<file path="src/rtl/connect4_move_sequencer.sv">
// Connect4 move sequencer: accepts a column request, writes the piece to the board RAM,
// runs the external win check and advances turn, move count and game status.
module connect4_move_sequencer #(
  parameter int unsigned COLS          = 7,
  parameter int unsigned ROWS          = 6,
  parameter int unsigned CHECK_TIMEOUT = 16
) (
  input  logic       clk_i,
  input  logic       reset_i,
  input  logic       new_game_i,
  input  logic       move_valid_i,
  input  logic [2:0] move_col_i,
  output logic       move_ready_o,
  output logic       illegal_move_o,
  output logic       board_we_o,
  output logic [2:0] board_row_o,
  output logic [2:0] board_col_o,
  output logic [1:0] board_piece_o,
  output logic       check_start_o,
  input  logic       check_done_i,
  input  logic       check_win_i,
  output logic       check_timeout_o,
  output logic       player_turn_o,
  output logic [1:0] game_status_o,
  output logic [5:0] move_count_o
);

  localparam int unsigned Cells = ROWS * COLS;
  localparam int unsigned TmoW  = $clog2(CHECK_TIMEOUT + 1);

  typedef enum logic [2:0] {StIdle, StWrite, StCheck, StWait, StOver} state_e;

  state_e          state_q, state_d;
  logic [2:0]      height_q [COLS];
  logic [2:0]      height_d [COLS];
  logic [5:0]      move_count_q, move_count_d;
  logic            player_turn_q, player_turn_d;
  logic [1:0]      game_status_q, game_status_d;
  logic [2:0]      col_q, col_d;
  logic [2:0]      row_q, row_d;
  logic            illegal_q, illegal_d;
  logic [TmoW-1:0] wait_cnt_q, wait_cnt_d;

  logic [2:0] req_height;
  logic       req_legal;
  logic       clear_game;
  logic       timeout;
  logic       win;

  // Guarded lookup so an out-of-range column never indexes past the array.
  always_comb begin
    req_height = '0;
    for (int i = 0; i < COLS; i++) begin
      if (move_col_i == 3'(i)) req_height = height_q[i];
    end
    req_legal = (32'(move_col_i) < COLS) && (32'(req_height) < ROWS);
  end

  assign clear_game = new_game_i && ((state_q == StIdle) || (state_q == StOver));
  assign timeout    = (wait_cnt_q == TmoW'(CHECK_TIMEOUT));

  always_comb begin
    state_d         = state_q;
    height_d        = height_q;
    move_count_d    = move_count_q;
    player_turn_d   = player_turn_q;
    game_status_d   = game_status_q;
    col_d           = col_q;
    row_d           = row_q;
    illegal_d       = 1'b0;
    wait_cnt_d      = wait_cnt_q;
    win             = 1'b0;
    move_ready_o    = 1'b0;
    board_we_o      = 1'b0;
    board_row_o     = '0;
    board_col_o     = '0;
    board_piece_o   = '0;
    check_start_o   = 1'b0;
    check_timeout_o = 1'b0;

    unique case (state_q)
      StIdle: begin
        move_ready_o = 1'b1;
        if (move_valid_i) begin
          if (req_legal) begin
            col_d   = move_col_i;
            row_d   = req_height;
            state_d = StWrite;
          end else begin
            illegal_d = 1'b1;
          end
        end
      end
      StWrite: begin
        board_we_o    = 1'b1;
        board_row_o   = row_q;
        board_col_o   = col_q;
        board_piece_o = {player_turn_q, ~player_turn_q};
        for (int i = 0; i < COLS; i++) begin
          if (col_q == 3'(i)) height_d[i] = height_q[i] + 3'd1;
        end
        move_count_d = move_count_q + 6'd1;
        state_d      = StCheck;
      end
      StCheck: begin
        check_start_o = 1'b1;
        board_row_o   = row_q;
        board_col_o   = col_q;
        wait_cnt_d    = '0;
        state_d       = StWait;
      end
      StWait: begin
        if (check_done_i || timeout) begin
          // A timed-out check counts as "no win"; a real done wins the tie.
          check_timeout_o = !check_done_i;
          win             = check_done_i && check_win_i;
          if (win) begin
            game_status_d = player_turn_q ? 2'b10 : 2'b01;
            state_d       = StOver;
          end else if (32'(move_count_q) == Cells) begin
            game_status_d = 2'b11;
            state_d       = StOver;
          end else begin
            player_turn_d = ~player_turn_q;
            state_d       = StIdle;
          end
        end else begin
          wait_cnt_d = wait_cnt_q + TmoW'(1);
        end
      end
      StOver: begin
        state_d = StOver;
      end
      default: begin
        state_d = StIdle;
      end
    endcase

    if (clear_game) begin
      state_d       = StIdle;
      for (int i = 0; i < COLS; i++) height_d[i] = '0;
      move_count_d  = '0;
      player_turn_d = 1'b0;
      game_status_d = '0;
      col_d         = '0;
      row_d         = '0;
      illegal_d     = 1'b0;
      wait_cnt_d    = '0;
    end
  end

  always_ff @(posedge clk_i) begin
    if (reset_i) begin
      state_q       <= StIdle;
      for (int i = 0; i < COLS; i++) height_q[i] <= '0;
      move_count_q  <= '0;
      player_turn_q <= 1'b0;
      game_status_q <= '0;
      col_q         <= '0;
      row_q         <= '0;
      illegal_q     <= 1'b0;
      wait_cnt_q    <= '0;
    end else begin
      state_q       <= state_d;
      height_q      <= height_d;
      move_count_q  <= move_count_d;
      player_turn_q <= player_turn_d;
      game_status_q <= game_status_d;
      col_q         <= col_d;
      row_q         <= row_d;
      illegal_q     <= illegal_d;
      wait_cnt_q    <= wait_cnt_d;
    end
  end

  assign illegal_move_o = illegal_q;
  assign player_turn_o  = player_turn_q;
  assign game_status_o  = game_status_q;
  assign move_count_o   = move_count_q;

endmodule

</file>
<file path="config.mk">
export PLATFORM = sky130hd
export DESIGN_NAME = connect4_move_sequencer
export DESIGN_NICKNAME = d
export VERILOG_FILES = /design/src/rtl/connect4_move_sequencer.sv
export SDC_FILE = /design/constraint.sdc
export NUM_CORES = 1
export LEC_CHECK = 0
export CAP_MARGIN = 0
export CORE_MARGIN = 3
export CORE_UTILIZATION = 59
export CTS_CLUSTER_SIZE = 28
export DETAILED_ROUTE_END_ITERATION = 6
export PLACE_DENSITY = 0.85
export SLEW_MARGIN = 10
export SYNTH_ARGS = -nofsm -noshare
export SYNTH_HDL_FRONTEND = slang
export SYNTH_SLANG_ARGS = --single-unit
export TNS_END_PERCENT = 5
</file>
<file path="constraint.sdc">
create_clock -name clk_i -period 4.8 [get_ports clk_i]
set_input_delay 0.96 -clock clk_i [delete_from_list [all_inputs] [get_ports clk_i]]
set_output_delay 0.96 -clock clk_i [all_outputs]
set_load 0.005 [all_outputs]
</file>
==> reports/metrics.yaml <==
startpoint_type: "register"
drive_gt1_share_pct: 9.29
io_pins: 31
grt_pass1_wl_um: 7970
whs_ns: 0.455
cts_buffers: 5
cp_max_fo: 17
power.density_nw_per_um2: 277
worst_slew_pin_slew_ns: 1.12
cts.clk_slew.worst_paths_ns: 0.08
grt_overflow_total: 0
routed_wl_um: 4560
clk_latency_ns: 0.30
rows: 22
worstPathArrival_ns: 2.52
die_h_um: 69.4
ys.flop_type: "dfxtp_1"
dieArea_um2: 4820
syn_inst: 255
htree_levels: 2
power_uw: 764
async_flop_share_pct: 0
fmax_mhz: 287
clockRootBuffer: "clkbuf_8"
ir_worst_vdd_uv: 274
startpoint: "state_q[0]"
setup_viol: 0
cts_num_sinks: 45
power.switching_uw: 184
synthTopCellsByArea: "dfxtp_1, xor2_1, ha_1"
synth_warnings: 0
min_period_ns: 3.48
layout.nets: 299
die_w_um: 69.4
final_common_cell: "dfxtp_1"
yosys.area.top_type: "dfxtp_1"
max_stage_delay_ns: 0.69
io_buffers: 30
slew_violations: 0
p_int_uw: 580
hold_class: "register to register"
p_leak_nw: 1.02
vias: 1827
layout_common_cells: "dfxtp_1, nor2_1, clkdlybuf4s50_1"
hpwl_um: 3260
drtIter0Drc: 111
rsz0062_at_grt: "false"
synth_cell_types: 52
antennaDiodeCount: 0
postRouteAntennaNets: 0
synth_fp_nets: 275
worstHoldStart: "row_q[0]"
status: "finished, final reports clean"
cp_slowest_cell: "nor3b_4"
grt_max_degree: 36
maxCapViolations: 0
syn_to_final_growth_pct: 16.3
hold_viol: 0
antenna_found_initial: 0
power_frac_comb_pct: 10.1
syn_area_per_cell_um2: 9.31
cts_hold_buf: 0
setup_tns_ns: 0
slew_headroom_pct: 25.3
crit_required_ns: 3.84
cts.repair.resized: 0
cts_buffer_depth: 2
dr.pass1.iters: 4
worstSetupPathType: "register to output pin"
postCtsSetupBuffers: 0
timing.final.crit_share_pct: 72.6
seq_area_frac_synth_pct: 37.9
yosysTopAreaCellShare_pct: 37.9
synth_edf_count: 0
place_congestion: 0.827
synth.cell_area_um2: 2370
fin_skew_ns: 0.00365
power_frac_seq_pct: 50.5
design_area_um2: 2760
initial_core_util_pct: 63.0
core_area_um2: 3770
worstSetupEndpointType: "output pin"
drc_errors: 0
reg2reg_from: "state_q[0]"
wl_per_cell_um: 13.9
swShare_pct: 24.1
cts_tree: "done"
synth-seq-cells: 45
grt_pass1_vias: 1704
crit_chain: "nor3b_4 -> nor2_1 -> nor2b_1 -> clkdlybuf4s50_1"
track_usage_pct: 20.0
postPlaceCellArea_um2: 2640
vias_per_cell: 5.57
utilization_pct: 73.2
clkPwrFrac_pct: 39.3
==> flip-flops by register name, summed over array words and instances (netlist names) <==
name            cells
wait_cnt_q          5
illegal_move_o      1
state_q             3
height_q           21
player_turn_o       1
row_q               3
move_count_o        6
game_status_o       2
col_q               3
==> metal layers <==
layer	routed length, um	up-vias	GRT usage, %
li1	-	932	-
met1	2140	842	27.3
met2	2120	46	31.6
met3	241	7	5.07
met4	59	0	5.21
met5	0	-	0
==> worst paths after layout <==
path	endpoint	cells after the start	slack, ns
max	board_col_o[1]	4	1.32
min	row_q[0]	2	0.46
max reg2reg	move_count_o[5]	4	2.67
min reg2reg	row_q[0]	2	0.46
==> metrics by stage <==
| stage | worst slack [ns] | instances |
|---|---|---|
| CTS | 1.31 | 328 |
| floorplan | 2.64 | 255 |
| global route | 1.12 | 328 |
| finish | 1.32 | 328 |
| detailed placement | 1.64 | 320 |
| global placement | 1.71 | 320 |
==> power groups by stage <==
stage | Sequential, mW | Combinational (mW) | Clock [mW]
2_1_floorplan | 0.391 | 0.0574 | 0
3_3_place_gp | 0.394 | 0.0764 | 0
3_5_place_dp | 0.395 | 0.0773 | 0
4_1_cts | 0.386 | 0.0777 | 0.306
5_1_grt | 0.387 | 0.0858 | 0.320
6_report | 0.386 | 0.0775 | 0.301
==> logic make-up (layout without fill, tap and decap cells) <==
logic type,Yosys count,after routing,synth area share (%)
XOR/XNOR,21,21,7.75
AO/OA/AOI/OAI,34,34,11.2
multiplexers,15,15,7.48
buffers and inverters,19,44,4.90
adder cells (fa/ha/maj),11,11,5.80
AND/OR/NAND/NOR,110,110,24.9
flip-flops,45,45,37.9
==> cells in the mapped netlist (5+ instances only) <==
cell and count:
nand3_1 14, xor2_1 18, nand4_1 7, nand2_1 24
nor2b_1 9, o21ai_0 5, mux2i_1 11, nor2_1 32
dfxtp_1 45, a21oi_1 11, ha_1 11, inv_1 6
==> critical path, delay by kind of cell (launching register included) <==
family | cells | cell delay, ns
AND/OR/NAND/NOR | 3 | 1.13
flip-flops | 1 | 0.59
buffers and inverters | 1 | 0.51
==> cell type report <==
class | instances | area (um2)
Multi-Input combinational cell | 191 | 1360
Fill cell | 294 | 1010
Sequential cell | 45 | 901
Timing Repair Buffer | 30 | 300
Clock buffer | 6 | 82.6
Tap cell | 48 | 60.1
Clock inverter | 2 | 37.5
Inverter | 6 | 22.5
Power figures use the tool's default switching activity.
